==> src/rtl/gb_timer_regs_pkg.sv <==
// rtl/gb_timer_regs_pkg.sv - shared types and constants for the Game Boy timer block
//
// Purpose : register offsets inside the 4-byte timer window, the reload state
//           type, and the TAC clock-select to divider-bit mapping.
// Ports   : none (package).

package gb_timer_types;

   // Byte offsets from BASE_ADDR.
   localparam logic [1:0] OFF_DIV  = 2'd0;
   localparam logic [1:0] OFF_TIMA = 2'd1;
   localparam logic [1:0] OFF_TMA  = 2'd2;
   localparam logic [1:0] OFF_TAC  = 2'd3;

   typedef enum logic {
      RUN    = 1'b0,
      RELOAD = 1'b1
   } timer_state_t;

   // TAC[1:0] -> div_cnt bit whose falling edge clocks TIMA.
   // 00 -> 4096 Hz, 01 -> 262144 Hz, 10 -> 65536 Hz, 11 -> 16384 Hz.
   localparam logic [3:0] TAC_BIT_IDX [4] = '{4'd9, 4'd3, 4'd5, 4'd7};

   // Unused TAC bits read back as ones.
   function automatic logic [7:0] tac_readback(input logic [2:0] tac);
      return {5'b11111, tac};
   endfunction

endpackage

==> src/rtl/gb_timer_regs_edge_sel.sv <==
// rtl/gb_timer_regs_edge_sel.sv - TIMA clock source: divider bit select and falling-edge detect
//
// Purpose : picks the divider bit named by TAC[1:0], gates it with the TAC
//           enable, and reports a one-cycle tick when that gated bit falls.
// Ports   : clk     - T-cycle clock
//           rst_n   - asynchronous active-low reset
//           div_cnt - current internal 16-bit divider
//           tac     - timer control (enable + clock select)
//           tick    - high for the cycle in which the gated bit has just fallen

module timer_edge_sel
   import gb_timer_types::*;
(
   input  logic        clk,
   input  logic        rst_n,
   input  logic [15:0] div_cnt,
   input  logic [2:0]  tac,
   output logic        tick
);

   logic sel_bit;
   logic prev_bit;

   // The enable is ANDed in before edge detection, so clearing TAC[2] while
   // the selected bit is high looks like a falling edge. DIV writes behave
   // the same way. Hardware-faithful, so kept deliberately.
   assign sel_bit = div_cnt[TAC_BIT_IDX[tac[1:0]]] & tac[2];
   assign tick    = prev_bit & ~sel_bit;

   always_ff @(posedge clk or negedge rst_n) begin
      if (!rst_n) begin
         prev_bit <= 1'b0;
      end else begin
         prev_bit <= sel_bit;
      end
   end

endmodule

==> src/rtl/gb_timer_regs.sv <==
// rtl/gb_timer_regs.sv - Game Boy DIV/TIMA/TMA/TAC timer with CPU register access
//
// Purpose : 16-bit free-running divider, 8-bit TIMA counter clocked by a
//           selectable divider edge, TMA reload with one-cycle delay and a
//           single-cycle timer interrupt request on overflow.
// Ports   : clk       - T-cycle clock (4.194304 MHz)
//           rst_n     - asynchronous active-low reset
//           addr      - bus address, window BASE_ADDR..BASE_ADDR+3
//           wr_data   - bus write data
//           wr_en     - one-cycle write strobe
//           rd_en     - one-cycle read strobe
//           rd_data   - read data, valid the cycle after rd_en
//           rd_valid  - high the cycle after an rd_en that hit the window
//           irq_timer - one-cycle interrupt request (IF bit 2 source)

module gb_timer_regs
   import gb_timer_types::*;
#(
   parameter logic [15:0] BASE_ADDR = 16'hFF04,
   parameter logic [15:0] DIV_RESET = 16'h0000
) (
   input  logic        clk,
   input  logic        rst_n,
   input  logic [15:0] addr,
   input  logic [7:0]  wr_data,
   input  logic        wr_en,
   input  logic        rd_en,
   output logic [7:0]  rd_data,
   output logic        rd_valid,
   output logic        irq_timer
);

   logic [15:0]  div_cnt;
   logic [7:0]   tima;
   logic [7:0]   tma;
   logic [2:0]   tac;
   timer_state_t state;
   logic         tick;

   // Address decode: subtracting the base keeps this correct for any
   // BASE_ADDR, aligned or not.
   logic [15:0] off_full;
   logic [1:0]  off;
   logic        hit;

   assign off_full = addr - BASE_ADDR;
   assign off      = off_full[1:0];
   assign hit      = (off_full[15:2] == 14'd0);

   logic wr_div;
   logic wr_tima;
   logic wr_tma;
   logic wr_tac;

   assign wr_div  = wr_en & hit & (off == OFF_DIV);
   assign wr_tima = wr_en & hit & (off == OFF_TIMA);
   assign wr_tma  = wr_en & hit & (off == OFF_TMA);
   assign wr_tac  = wr_en & hit & (off == OFF_TAC);

   timer_edge_sel u_edge_sel (
      .clk     (clk),
      .rst_n   (rst_n),
      .div_cnt (div_cnt),
      .tac     (tac),
      .tick    (tick)
   );

   // Divider: any DIV write clears it, data ignored.
   always_ff @(posedge clk or negedge rst_n) begin
      if (!rst_n) begin
         div_cnt <= DIV_RESET;
      end else if (wr_div) begin
         div_cnt <= 16'h0000;
      end else begin
         div_cnt <= div_cnt + 16'd1;
      end
   end

   // TMA and TAC are plain registers.
   always_ff @(posedge clk or negedge rst_n) begin
      if (!rst_n) begin
         tma <= 8'h00;
         tac <= 3'b000;
      end else begin
         if (wr_tma) begin
            tma <= wr_data;
         end
         if (wr_tac) begin
            tac <= wr_data[2:0];
         end
      end
   end

   // TIMA and reload sequencing. Overflow leaves TIMA at 0x00 for one cycle
   // (RELOAD), during which TMA is copied in and irq_timer is high.
   always_ff @(posedge clk or negedge rst_n) begin
      if (!rst_n) begin
         state     <= RUN;
         tima      <= 8'h00;
         irq_timer <= 1'b0;
      end else begin
         irq_timer <= 1'b0;
         case (state)
            RUN: begin
               // A CPU write beats any tick, including the one that would
               // overflow, so the overflow is cancelled outright.
               if (wr_tima) begin
                  tima <= wr_data;
               end else if (tick) begin
                  if (tima == 8'hFF) begin
                     tima      <= 8'h00;
                     state     <= RELOAD;
                     irq_timer <= 1'b1;
                  end else begin
                     tima <= tima + 8'd1;
                  end
               end
            end
            RELOAD: begin
               // TIMA writes and ticks are dropped here; a TMA write in this
               // cycle goes straight through to TIMA as well.
               tima  <= wr_tma ? wr_data : tma;
               state <= RUN;
            end
         endcase
      end
   end

   // Read path: captures pre-write register values, so a simultaneous
   // read+write returns the old contents.
   logic [7:0] rd_mux;

   always_comb begin
      rd_mux = 8'h00;
      case (off)
         OFF_DIV:  rd_mux = div_cnt[15:8];
         OFF_TIMA: rd_mux = tima;
         OFF_TMA:  rd_mux = tma;
         default:  rd_mux = tac_readback(tac);
      endcase
   end

   always_ff @(posedge clk or negedge rst_n) begin
      if (!rst_n) begin
         rd_data  <= 8'h00;
         rd_valid <= 1'b0;
      end else if (rd_en && hit) begin
         rd_data  <= rd_mux;
         rd_valid <= 1'b1;
      end else begin
         rd_data  <= 8'h00;
         rd_valid <= 1'b0;
      end
   end

endmodule

==> config.mk <==
export PLATFORM = sky130hd
export DESIGN_NAME = gb_timer_regs
export DESIGN_NICKNAME = d
export VERILOG_FILES = /design/src/rtl/gb_timer_regs_pkg.sv /design/src/rtl/gb_timer_regs_edge_sel.sv /design/src/rtl/gb_timer_regs.sv
export SDC_FILE = /design/constraint.sdc
export NUM_CORES = 1
export LEC_CHECK = 0
export CORE_UTILIZATION = 30
export CTS_CLUSTER_SIZE = 20
export DETAILED_ROUTE_END_ITERATION = 8
export DONT_BUFFER_PORTS = 1
export PLACE_DENSITY = 0.5
export SYNTH_ARGS = -nofsm -noshare
export SYNTH_HDL_FRONTEND = slang
export SYNTH_SLANG_ARGS = --single-unit
==> constraint.sdc <==
create_clock -name clk -period 1.58 [get_ports clk]
set_clock_uncertainty 0.05 [all_clocks]
set_input_delay 0.237 -clock clk [delete_from_list [all_inputs] [get_ports clk]]
set_output_delay 0.237 -clock clk [all_outputs]
set_load 0.05 [all_outputs]
==> qor.csv <==
metric,value,unit
outcome,"finished, violations left",
violations,setup timing,
antenna_found_initial,0,
fin_util,0.435,
dieWidth,91.7,um
drive_gt1_frac,0.448,
via_count,1965,
whs,0.0171,ns
netlist.top_cell.by_area,dfrtp_1,
fin_nets,315,
reg2reg_from,tac[0],
ys_dominant_reg_cell,dfrtp_1,
ff2ff_path_depth,8,
syn_avg_cell_area,10.6,um^2
p_clk_frac,0.358,
core-area,0.00777,mm^2
min_period,1.89,ns
setup_viol,34,
cp-startpoint,addr[3],
relSlewSlack,0.700,
diodes,0,
ys_types,47,
finalHoldViolCount,0,
crit_type,input pin to register,
drtIter0Drc,92,
cp-start-kind,input pin,
cp_data_required_time,1.72,ns
grt_pass1_wl,10000,um
chipHeight,91.7,um
htreeDepth,2,
stdcell_area,0.00338,mm^2
synth-seq-cells,46,
worstHoldStart,wr_data[2],
dr.pass1.iters,4,
clk_latency,0.30,ns
synthDominantCellAreaShare,0.477,
slew_viol_final,0,
io_pins,38,
grt_pass1_vias,1933,
overflow,0,
synth_cells,228,
wl_per_cell,16.0,um
async_reset_ff_frac,1.00,
dieArea,0.00841,mm^2
r2r_setup_slack,-0.20,ns
drv_cap,0,
ant_nets,0,
rows,32,
switchingPower,0.534,mW
crit_path_end_kind,register,
clkSinkCount,46,
fillCellCount,751,
max_freq,530,MHz
clk_pin_slew,0.09,ns
r2r_end,tima[6],
p_seq_frac,0.534,
powerDensity,677,mW/mm^2
syn_area,0.00241,mm^2
min_path_type,input pin to register,
sw_frac_of_total,0.233,
fin_ws,-0.306,ns
power_leakage,1.46,nW
syn-num-nets,258,
power_frac_comb,0.108,
numCtsBuffers,5,
dp_hpwl,4210,um
fin_setup_tns,-6.28,ns
ir_drop,0.336,mV
routed_wl,6220,um
portBuffers,0,
gp_congestion,0.741,
grt_use_total,0.151,
grt_max_degree,47,
fin_crit_sh,1.19,
synth_edf_count,0,
worst_pin_slew,0.451,ns
avgViaCountPerCell,5.06,
yosysSeqAreaShare,0.477,
pre_cts_slack,-0.533,ns
endpoint,tima[6],
drc,0,
start_util,0.311,
tritoncts,done,
arrival,2.02,ns
p_int,1.75,mW
syn_to_final_growth,39.9,%
placed_cell_area,0.00284,mm^2
crit_fanout,3,
clockBufferDepth,2,
synth_area_leaders,"dfrtp_1 (48%), mux2_2 (6.1%), nor2_1 (3.4%)",
yosysWarnings,0,
grt_setup_unrepaired,yes,
clock-root-buffer,clkbuf_8,
synth_stat cells (all sizes together) (3+ instances only):
cell type,count
dfrtp,46
nor2,22
nand2,16
mux2,13
o21ai,12
nand3,10
nor3,9
a21oi,6
and3,6
clkbuf,6
inv,6
mux2i,6
o22ai,6
xor2,6
nand4,5
xnor2,5
or3,4
a21o,3
mux4,3
nand2b,3
nor4,3
o31ai,3
per-layer routing:
layer	track usage	share of wire
met1	0.209	0.49
met2	0.239	0.45
met3	0.0323	0.045
met4	0.0430	0.011
met5	0	0
registers in the layout, summed over array words and instances, names as in the netlist:
| name | count |
|---|---|
| div_cnt | 16 |
| rd_data | 8 |
| tima | 8 |
| tma | 8 |
| tac | 3 |
| irq_timer | 1 |
| rd_valid | 1 |
| u_edge_sel.prev_bit | 1 |
worst min-delay path by stage:
| stage | to | slack [ns] | depth (start not counted) |
|---|---|---|---|
| global route | tac[0] | 0.004 | 1 |
| detailed placement | div_cnt[15] | -0.11 | 0 |
| floorplan | div_cnt[0] | -0.11 | 0 |
| CTS | tma[6] | 0.02 | 1 |
| global placement | div_cnt[14] | -0.11 | 0 |
| finish | tma[2] | 0.02 | 2 |
power by group through the flow:
stage | logic [mW] | clock network, mW | registers (mW)
after floorplan | 0.0749 | 0 | 1.25
after global placement | 0.143 | 0 | 1.24
after detailed placement | 0.144 | 0 | 1.24
after CTS | 0.192 | 0.845 | 1.22
after global routing | 0.270 | 0.897 | 1.23
final | 0.248 | 0.818 | 1.22
cells by family (layout without fill, tap and decap cells):
group / Yosys count / in the layout / share of synthesized area
and+or+nand+nor: 95 / 95 / 0.232
DFF: 46 / 46 / 0.477
AOI/OAI and AO/OA: 38 / 38 / 0.0995
adders and majority gates: 2 / 2 / 0.0104
muxes: 22 / 22 / 0.113
xor gates and xnor gates: 11 / 11 / 0.0399
buffers and inverters: 14 / 72 / 0.0280
repair_timing:
item | in CTS | in global routing
endpoints found under the hold margin | 46 | 0
setup buffers | 7 | 8
hold buffers | 2 | 0
pin swaps | 23 | 23
endpoints found under the setup margin | 29 | 35
gates cloned | 0 | 1
gates resized for setup | 29 | 35
cells in the final DEF (no fill, tap or decap), types with 5 or more instances in the layout:
cell type,Yosys,final
mux2_4,0,7
o21ai_0,11,6
nor2_4,0,9
xor2_1,6,6
dfrtp_1,46,46
mux2_2,13,6
o21ai_1,1,5
nand2_1,16,16
nor3_2,0,5
nand4_1,5,5
clkbuf_8,0,7
o22ai_1,6,6
nand3_1,10,9
buf_6,2,12
nor2_1,22,10
inv_1,6,6
buf_4,0,42
worst max-delay path, stage by stage:
cell and delay, ns:
or4b_4 0.55, or4_4 0.51, or3b_4 0.40, o31ai_4 0.08, a2bb2oi_2 0.16, o21ai_1 0.08
final cells by class:
cell class                 count  area [um^2]  share of cell area
timing repair buffer          58          533               0.158
tap                          102          128              0.0378
inverter                       6         22.5             0.00667
clock inverter                 1         8.76             0.00259
multi-input combinational    168         1440               0.426
sequential                    46         1150               0.341
clock buffer                   7         96.3              0.0285
per-stage QoR:
step	power, mW	instances
2_1_floorplan	1.32	228
3_3_place_gp	1.38	362
3_5_place_dp	1.38	362
4_1_cts	2.26	379
5_1_grt	2.39	388
6_report	2.29	388
No activity file was read; power rests on OpenSTA's default activity.
